`config.mk`:
```
export PLATFORM = sky130hd
export DESIGN_NAME = ram_data_arbiter
export DESIGN_NICKNAME = d
export VERILOG_FILES = /design/src/rtl/ram_data_arbiter.sv
export SDC_FILE = /design/constraint.sdc
export NUM_CORES = 1
export LEC_CHECK = 0
export CAP_MARGIN = 10
export CORE_AREA = 2 2 117 119
export DETAILED_ROUTE_END_ITERATION = 8
export DIE_AREA = 0 0 119 121
export PLACE_DENSITY = 0.63
export SLEW_MARGIN = 20
export SYNTH_ARGS = -nofsm -noshare
export SYNTH_HDL_FRONTEND = slang
export SYNTH_SLANG_ARGS = --single-unit
```
`constraint.sdc`:
```
create_clock -name i_clk -period 3.7 [get_ports i_clk]
set_input_delay 0.74 -clock i_clk [delete_from_list [all_inputs] [get_ports i_clk]]
set_output_delay 0.74 -clock i_clk [all_outputs]
set_load 0.03 [all_outputs]
```
`src/rtl/ram_data_arbiter.sv`:
```
// Two-master arbiter for the shared RAM data port (M0 = LSU, M1 = DMA/loader).
// Per-cycle req/gnt arbitration, registered read-response routing by issue id.
//
// Ports:
//   i_clk, i_rst_n              clock, synchronous active-low reset
//   i_mN_req/addr/wr_data/      master N request fields (N = 0,1),
//     size/we                   held stable until granted
//   o_mN_gnt                    combinational grant, one master per cycle
//   o_mN_rvalid, o_mN_rd_data   read response for master N
//   o_ram_addr/wr_data/size/we  muxed request toward the RAM data port
//   i_ram_rd_data               RAM read data, RD_LATENCY cycles after accept
module ram_data_arbiter #(
    parameter int ARB_MODE     = 0,
    parameter int STARVE_LIMIT = 8,
    parameter int RD_LATENCY   = 1
) (
    input  logic        i_clk,
    input  logic        i_rst_n,
    input  logic        i_m0_req,
    input  logic [31:0] i_m0_addr,
    input  logic [31:0] i_m0_wr_data,
    input  logic [1:0]  i_m0_size,
    input  logic        i_m0_we,
    output logic        o_m0_gnt,
    output logic        o_m0_rvalid,
    output logic [31:0] o_m0_rd_data,
    input  logic        i_m1_req,
    input  logic [31:0] i_m1_addr,
    input  logic [31:0] i_m1_wr_data,
    input  logic [1:0]  i_m1_size,
    input  logic        i_m1_we,
    output logic        o_m1_gnt,
    output logic        o_m1_rvalid,
    output logic [31:0] o_m1_rd_data,
    output logic [31:0] o_ram_addr,
    output logic [31:0] o_ram_wr_data,
    output logic [1:0]  o_ram_size,
    output logic        o_ram_we,
    input  logic [31:0] i_ram_rd_data
);

    localparam logic [7:0] LIMIT = 8'(STARVE_LIMIT);
    localparam int         LAST  = RD_LATENCY - 1;

    // last_gnt: 0 = M0, 1 = M1
    logic                  last_q, last_d;
    logic [7:0]            starve_q, starve_d;
    logic [RD_LATENCY-1:0] pv_q, pv_d;
    logic [RD_LATENCY-1:0] pid_q, pid_d;
    logic                  g0, g1;
    logic                  rd_acc;

    always_comb begin
        g0 = 1'b0;
        g1 = 1'b0;
        if (i_rst_n) begin
            if (i_m0_req && i_m1_req) begin
                if (ARB_MODE == 0) begin
                    // Grant the master that did not win last time.
                    g0 = last_q;
                    g1 = !last_q;
                end else begin
                    // M0 has priority unless M1 has waited long enough.
                    g1 = (starve_q == LIMIT);
                    g0 = !g1;
                end
            end else begin
                g0 = i_m0_req;
                g1 = i_m1_req;
            end
        end
    end

    assign rd_acc = (g0 && !i_m0_we) || (g1 && !i_m1_we);

    always_comb begin
        last_d = last_q;
        if (g1) begin
            last_d = 1'b1;
        end else if (g0) begin
            last_d = 1'b0;
        end

        starve_d = starve_q;
        if (!i_m1_req || g1) begin
            starve_d = 8'd0;
        end else if (starve_q < LIMIT) begin
            starve_d = starve_q + 8'd1;
        end

        pv_d     = pv_q;
        pid_d    = pid_q;
        pv_d[0]  = rd_acc;
        pid_d[0] = g1;
        for (int i = 1; i < RD_LATENCY; i++) begin
            pv_d[i]  = pv_q[i-1];
            pid_d[i] = pid_q[i-1];
        end
    end

    always_ff @(posedge i_clk) begin
        if (!i_rst_n) begin
            last_q   <= 1'b1;
            starve_q <= 8'd0;
            pv_q     <= '0;
            pid_q    <= '0;
        end else begin
            last_q   <= last_d;
            starve_q <= starve_d;
            pv_q     <= pv_d;
            pid_q    <= pid_d;
        end
    end

    assign o_m0_gnt = g0;
    assign o_m1_gnt = g1;

    // Idle cycles present M0's fields with the write strobe low.
    assign o_ram_addr    = g1 ? i_m1_addr    : i_m0_addr;
    assign o_ram_wr_data = g1 ? i_m1_wr_data : i_m0_wr_data;
    assign o_ram_size    = g1 ? i_m1_size    : i_m0_size;
    assign o_ram_we      = (g0 && i_m0_we) || (g1 && i_m1_we);

    // Gated by reset so in-flight reads never surface during reset.
    assign o_m0_rvalid  = i_rst_n && pv_q[LAST] && !pid_q[LAST];
    assign o_m1_rvalid  = i_rst_n && pv_q[LAST] && pid_q[LAST];
    assign o_m0_rd_data = i_ram_rd_data;
    assign o_m1_rd_data = i_ram_rd_data;

endmodule

```
Word level (Yosys, flattened, before mapping):

Index checks and enable logic that the tools add are counted.

* flip-flop bits (word level): 3
* input bits: 170
* output and inout port bits: 135
* word-level logic and storage cells: 26

* multiplexer cells: 7
* bitwise operators: 1
* reduce and logical (&&, ||, !) cells: 15

Operator list (count)
* $mux 32: 2
* $logic_and 1x1->1: 8
* $logic_not 1->1: 4
* $mux 1: 4
* $logic_or 1x1->1: 2
* $mux 2: 1
* $reduce_or 2->1: 1
* $not 1->1: 1

Logic depth before layout (Yosys ltp):

Gate-level depths: netlist of the first run.

* word-level depth: 5
* gate-level depth with buffers: 5
* depth with buffers taken out: 3

Worst setup path before layout of the first run:

Ideal clock, no wire load.

* path type: input -> output
* start point: input port i_rst_n
* end point: output port o_ram_wr_data[14]
* arrival: 1642 ps
* required time: 2960 ps
* slack: 1318 ps
* cell stages on the path: 5
* buffers on the path: 3
* cells stage by stage: buf_4 nand3_2 buf_6 buf_6 mux2_4

* longest elaborated chain between the ends: 2

RTL lines
* start: declaration: RTL line 18 `input logic i_rst_n,`
* $mux 1: RTL line 56 `if (i_rst_n) begin`
* $mux 32: RTL line 120 `assign o_ram_wr_data = g1 ? i_m1_wr_data : i_m0_wr_data;`
* end: declaration: RTL line 36 `output logic [31:0] o_ram_wr_data,`

No other way between the ends.

Worst setup path after layout of the first run:

* start point: input port i_m0_req
* end point: output port o_ram_addr[14]

* longest elaborated chain between the ends: 4

RTL lines
* start: declaration: RTL line 19 `input logic i_m0_req,`
* $logic_and 1x1->1: RTL line 57 `if (i_m0_req && i_m1_req) begin`
* $mux 1: RTL line 57
* $mux 1: RTL line 56
* $mux 32: RTL line 119 `assign o_ram_addr = g1 ? i_m1_addr : i_m0_addr;`
* end: declaration: RTL line 35 `output logic [31:0] o_ram_addr,`

No other way between the ends.

==> impl_metrics.tcl, run 1 <==
set metrics [dict create \
    status "complete, no violations" \
    power.leakage_nw 1.38 \
    hpwl_um 5610 \
    ys_warn_count 0 \
    fill_cells 1372 \
    cts.clk_slew.worst_paths_ns 0.03 \
    totalWireLength_um 6350 \
    hp-start "last_q$_SDFFE_PP1P_" \
    cp_common_cell "clkdlybuf4s50_1" \
    p_total_w 0.000718 \
    synth_area_um2 1510 \
    switching_share_pct 33.3 \
    antenna_found_initial 0 \
    rsz0062_at_grt "false" \
    critPathTopFamily "buffers and inverters" \
    grt_remaining_overflow 0 \
    routabilityCongestion 0.738 \
    rr_worst_depth 4 \
    cts_tree "done" \
    yosysUniqueCellTypes 15 \
    setup_viol 0 \
    crit-reg2reg-capture "pid_q$_SDFF_PN0_" \
    place_inst 474 \
    seq_area_um2 60.1 \
    peakVddDrop_mv 0.117 \
    row_count 42 \
    initial_core_util_pct 11.5 \
    holdPathStages 2 \
    r2r-start "last_q$_SDFFE_PP1P_" \
    fp.dieArea_um2 14400 \
    worst_setup_path_start_kind "primary input" \
    io_buffers 208 \
    firstDrtPassIters 2 \
    first_iter_violations 21 \
    worstPathArrival_ns 2.72 \
    antenna_cells 0 \
    crit_fanout 30 \
    core-area_um2 13100 \
    finalNonFillerCells 478 \
    mostFrequentLayoutCell "clkdlybuf4s50_1" \
    postRouteAntennaNets 0 \
    hold_path_class "reg -> reg" \
    finalCritPeriodShare_pct 93.6 \
    power.switching_w 0.000239 \
    min_period_ns 3.46 \
    ctsResizeCount 0 \
    p_int_w 0.000479 \
    synth.avg_cell_area_um2 9.48 \
    drc 0 \
    layout_common_cells "clkdlybuf4s50_1 (195), mux2_2 (48), mux2_4 (18)" \
    crit_path_top_delay_cell "clkdlybuf4s50_1" \
    ys_ff_latch 3 \
    postCtsHoldBufs 0 \
    viasPerCell 3.34 \
    comb_power_share_pct 71.1 \
    relSlewSlack_pct 77.0 \
    fmax_mhz 289 \
    pwr-share-seq_pct 5.0 \
    dpl_cell_area_um2 3420 \
    avgRoutedWirePerCell_um 13.3 \
    clock-sinks 3 \
    skew_ns 0.00139 \
    synth_seq_area_share_pct 3.98 \
    cap_violations 0 \
    grt_use_total_pct 8.21 \
    layout-drive-gt1-share_pct 28.5 \
    hold-path-endpoint "last_q$_SDFFE_PP1P_" \
    postLayoutCellArea_um2 3490 \
    insertion_delay_ns 0.22 \
    hold_viol_final 0 \
    p_clk_share_pct 23.9 \
    r2r_slack_ns 2.68 \
    slew_violations 0 \
    synth_cells 159 \
    cts_setup_buffers 0 \
    dieHeight_um 121 \
    slowest_delay_ns 0.59 \
    path_cells "clkdlybuf4s50_1, nand2_1, nand3_4, buf_12, mux2_2, clkdlybuf4s50_1" \
    cp-end-kind "output port" \
    pin_count 305 \
    cts_root_buffer "clkbuf_16" \
    via_count 1595 \
    ctsHtreeMaxLevel 1 \
    path_buf_inv 3 \
    worst_ep_required_time_ns 2.96 \
    p_per_area_nw_per_um2 205 \
    syn-num-nets 329 \
    grt_pass1_vias 1819 \
    cts_made_buffers 3 \
    hold_slack_ns 0.529 \
    dieWidth_um 119 \
    multi_input_area_um2 906 \
    tightest_slew_ns 0.344 \
    fin_tns_setup_ns 0 \
    layout.nets 473 \
    grt_pass1_wl_um 9420 \
    clock_path_buffers 2 \
    path_class "in -> out" \
    grt_start_max_net_pins 39 \
    synthToLayoutAreaGrowth_pct 132 \
]
==> flip-flops by register name, indices dropped and copies added, names as in the netlist <==
register and flops:
last_q 1, pid_q 1, pv_q 1
==> power by group through the flow <==
| stage | Clock, W | Combinational (W) | Sequential [W] |
|---|---|---|---|
| after floorplan | 0 | 0.000352 | 0.0000359 |
| after global placement | 0 | 0.000510 | 0.0000362 |
| after detailed placement | 0 | 0.000515 | 0.0000363 |
| after CTS | 0.000175 | 0.000518 | 0.0000359 |
| after global routing | 0.000178 | 0.000534 | 0.0000361 |
| final | 0.000171 | 0.000511 | 0.0000360 |
==> synthesized netlist by cell type <==
master	number	share of area (%)
dfxtp_1	3	4.0
and3_1	2	0.83
inv_1	2	0.50
nor2_1	1	0.25
buf_4	65	32
mux2_2	48	36
nand4_1	1	0.42
nand2b_1	2	0.83
buf_2	4	1.3
o21ai_0	3	1.0
nand4b_1	1	0.58
mux2_4	18	18
buf_6	3	2.2
nand2_1	5	1.2
nand3_2	1	0.66
==> per-layer routing <==
metal	wire, um	up-vias	global-route usage [%]	part of all wire, %
met5	0	-	0	0
met4	21	0	1.64	0.33
met3	725	7	3.05	11
met2	3260	137	15.1	51
met1	2340	685	9.04	37
li1	-	766	-	-
==> worst max-delay path by stage <==
stage | start | to | cells after the start
4_1_cts | i_m0_req | o_ram_addr[15] | 6
2_1_floorplan | i_rst_n | o_ram_wr_data[14] | 5
6_report | i_m0_req | o_ram_addr[14] | 6
3_5_place_dp | i_m0_req | o_ram_addr[7] | 6
5_1_grt | i_m0_req | o_ram_addr[5] | 6
3_3_place_gp | i_m0_req | o_ram_addr[15] | 6
==> cells by family after synthesis <==
logic type,after synthesis,share of synthesized area (%)
AND/OR/NAND/NOR,13,4.81
buffers and inverters,74,36.4
AO/OA/AOI/OAI,3,0.996
flip-flops,3,3.98
multiplexers,66,53.8
==> final cells by class <==
cell class,instances,share of cell area [%]
Clock buffer,4,2.26
Inverter,2,0.215
Multi-Input combinational cell,82,25.9
Sequential cell,3,1.72
Tap cell,176,6.30
Timing Repair Buffer,211,63.6
==> per-stage QoR <==
stage | util, % | worst slack [ns]
6_report | 26.7 | 0.236
5_1_grt | 26.7 | 0.149
4_1_cts | 26.7 | 0.217
3_5_place_dp | 26.1 | 0.225
3_3_place_gp | 26.1 | 0.234
2_1_floorplan | - | 1.32
==> worst register-to-register path: stages, from the launching register on <==
cell	delay, ns
dfxtp_1	0.34
nand2_1	0.14
nand3_4	0.15
buf_12	0.22
inv_1	0.06
Power figures use the tool's default switching activity.
==> run 2: changes to the inputs <==
- MAX_ROUTING_LAYER: unset -> met4
==> run 2 against run 1 <==
  * Total power hardly changed
  * Sequential share of layout area stayed put
  * Clock power hardly changed
  * Critical path depth stayed put
  * Maximum frequency stayed put
  * Clock-buffer cell count stayed put
  * First-iteration DRC count is 4.8% higher
==> impl_metrics.tcl, run 2 (synthesized netlist as in run 1, its figures left out) <==
set metrics [dict create \
    postRouteAntennaNets 0 \
    pin_count 305 \
    avgRoutedWirePerCell_um 13.3 \
    seq_area_um2 60.1 \
    ctsResizeCount 0 \
    fp.dieArea_um2 14400 \
    dieWidth_um 119 \
    via_count 1595 \
    grt_remaining_overflow 0 \
    hold_viol_final 0 \
    path_class "in -> out" \
    hold_slack_ns 0.529 \
    power.switching_w 0.000239 \
    switching_share_pct 33.3 \
    core-area_um2 13100 \
    top_regs "last_q (1), pid_q (1), pv_q (1)" \
    fin_tns_setup_ns 0 \
    finalNonFillerCells 478 \
    comb_power_share_pct 71.1 \
    holdPathStages 2 \
    cap_violations 0 \
    status "complete, no violations" \
    r2r_slack_ns 2.68 \
    worst_ep_required_time_ns 2.96 \
    first_iter_violations 22 \
    firstDrtPassIters 2 \
    cts_tree "done" \
    rsz0062_at_grt "false" \
    p_clk_share_pct 23.9 \
    cts.clk_slew.worst_paths_ns 0.03 \
    skew_ns 0.00139 \
    clock-sinks 3 \
    peakVddDrop_mv 0.117 \
    totalWireLength_um 6350 \
    layout.nets 473 \
    power.leakage_nw 1.38 \
    initial_core_util_pct 11.5 \
    antenna_cells 0 \
    grt_pass1_vias 1819 \
    multi_input_area_um2 906 \
    grt_use_total_pct 8.44 \
    p_int_w 0.000479 \
    p_per_area_nw_per_um2 205 \
    setup_viol 0 \
    mostFrequentLayoutCell "clkdlybuf4s50_1" \
    slew_violations 0 \
    pwr-share-seq_pct 5.0 \
    hpwl_um 5610 \
    cts_made_buffers 3 \
    io_buffers 208 \
    fmax_mhz 289 \
    cts_root_buffer "clkbuf_16" \
    layout_common_cells "clkdlybuf4s50_1 (195), mux2_2 (48), mux2_4 (18)" \
    row_count 42 \
    routabilityCongestion 0.747 \
    grt_pass1_wl_um 9410 \
    ctsHtreeMaxLevel 1 \
    cp-end-kind "output port" \
    postCtsHoldBufs 0 \
    place_inst 474 \
    finalCritPeriodShare_pct 93.6 \
    viasPerCell 3.34 \
    hold_path_class "reg -> reg" \
    dieHeight_um 121 \
    fill_cells 1372 \
    crit-reg2reg-capture "pid_q$_SDFF_PN0_" \
    relSlewSlack_pct 77.0 \
    hp-start "last_q$_SDFFE_PP1P_" \
    drc 0 \
    cts_setup_buffers 0 \
    worstPathArrival_ns 2.72 \
    layout-drive-gt1-share_pct 28.5 \
    min_period_ns 3.46 \
    rr_worst_depth 4 \
    synthToLayoutAreaGrowth_pct 132 \
    insertion_delay_ns 0.22 \
    p_total_w 0.000718 \
    grt_start_max_net_pins 39 \
    r2r-start "last_q$_SDFFE_PP1P_" \
    tightest_slew_ns 0.344 \
    clock_path_buffers 2 \
    antenna_found_initial 0 \
    worst_setup_path_start_kind "primary input" \
    hold-path-endpoint "last_q$_SDFFE_PP1P_" \
    crit_fanout 30 \
]
## run 2: how the worst max path moves through the flow
stage	to	cells after the start	start	slack [ns]
2_1_floorplan	o_ram_wr_data[14]	5	i_rst_n	1.32
3_3_place_gp	o_ram_addr[15]	6	i_m0_req	0.23
3_5_place_dp	o_ram_addr[7]	6	i_m0_req	0.23
4_1_cts	o_ram_addr[15]	6	i_m0_req	0.22
5_1_grt	o_ram_addr[5]	6	i_m0_req	0.15
6_report	o_ram_addr[14]	6	i_m0_req	0.24
## run 2: power groups by stage
stage | registers [W] | logic, W | clock network (W)
6_report | 0.0000360 | 0.000511 | 0.000171
5_1_grt | 0.0000361 | 0.000534 | 0.000178
4_1_cts | 0.0000359 | 0.000518 | 0.000175
3_5_place_dp | 0.0000363 | 0.000515 | 0
3_3_place_gp | 0.0000362 | 0.000510 | 0
2_1_floorplan | 0.0000359 | 0.000352 | 0
## run 2: per-stage QoR
step	util, %	setup slack [ns]	cell area (um^2)
6_report	26.7	0.236	3490
3_5_place_dp	26.1	0.225	3420
4_1_cts	26.7	0.217	3490
3_3_place_gp	26.1	0.234	3420
5_1_grt	26.7	0.146	3490
2_1_floorplan	-	1.32	1510
## run 2: cell type report
cell class	count	share of cell area, %
multi-input cells	82	25.9
inverters	2	0.215
repair buffers	211	63.6
flip-flops and latches	3	1.72
well taps	176	6.30
clock buffers	4	2.26
## run 2: routing by layer
| layer | up-vias | routed length (um) | GRT usage [%] |
|---|---|---|---|
| met5 | - | 0 | - |
| met2 | 137 | 3240 | 15.1 |
| met3 | 9 | 636 | 2.49 |
| met4 | 0 | 38 | 1.64 |
| met1 | 683 | 2430 | 9.38 |
| li1 | 766 | - | - |
## run 2: worst max-delay path: stages
cell	delay, ns
clkdlybuf4s50_1	0.49
nand2_1	0.14
nand3_4	0.15
buf_12	0.22
mux2_2	0.36
clkdlybuf4s50_1	0.59
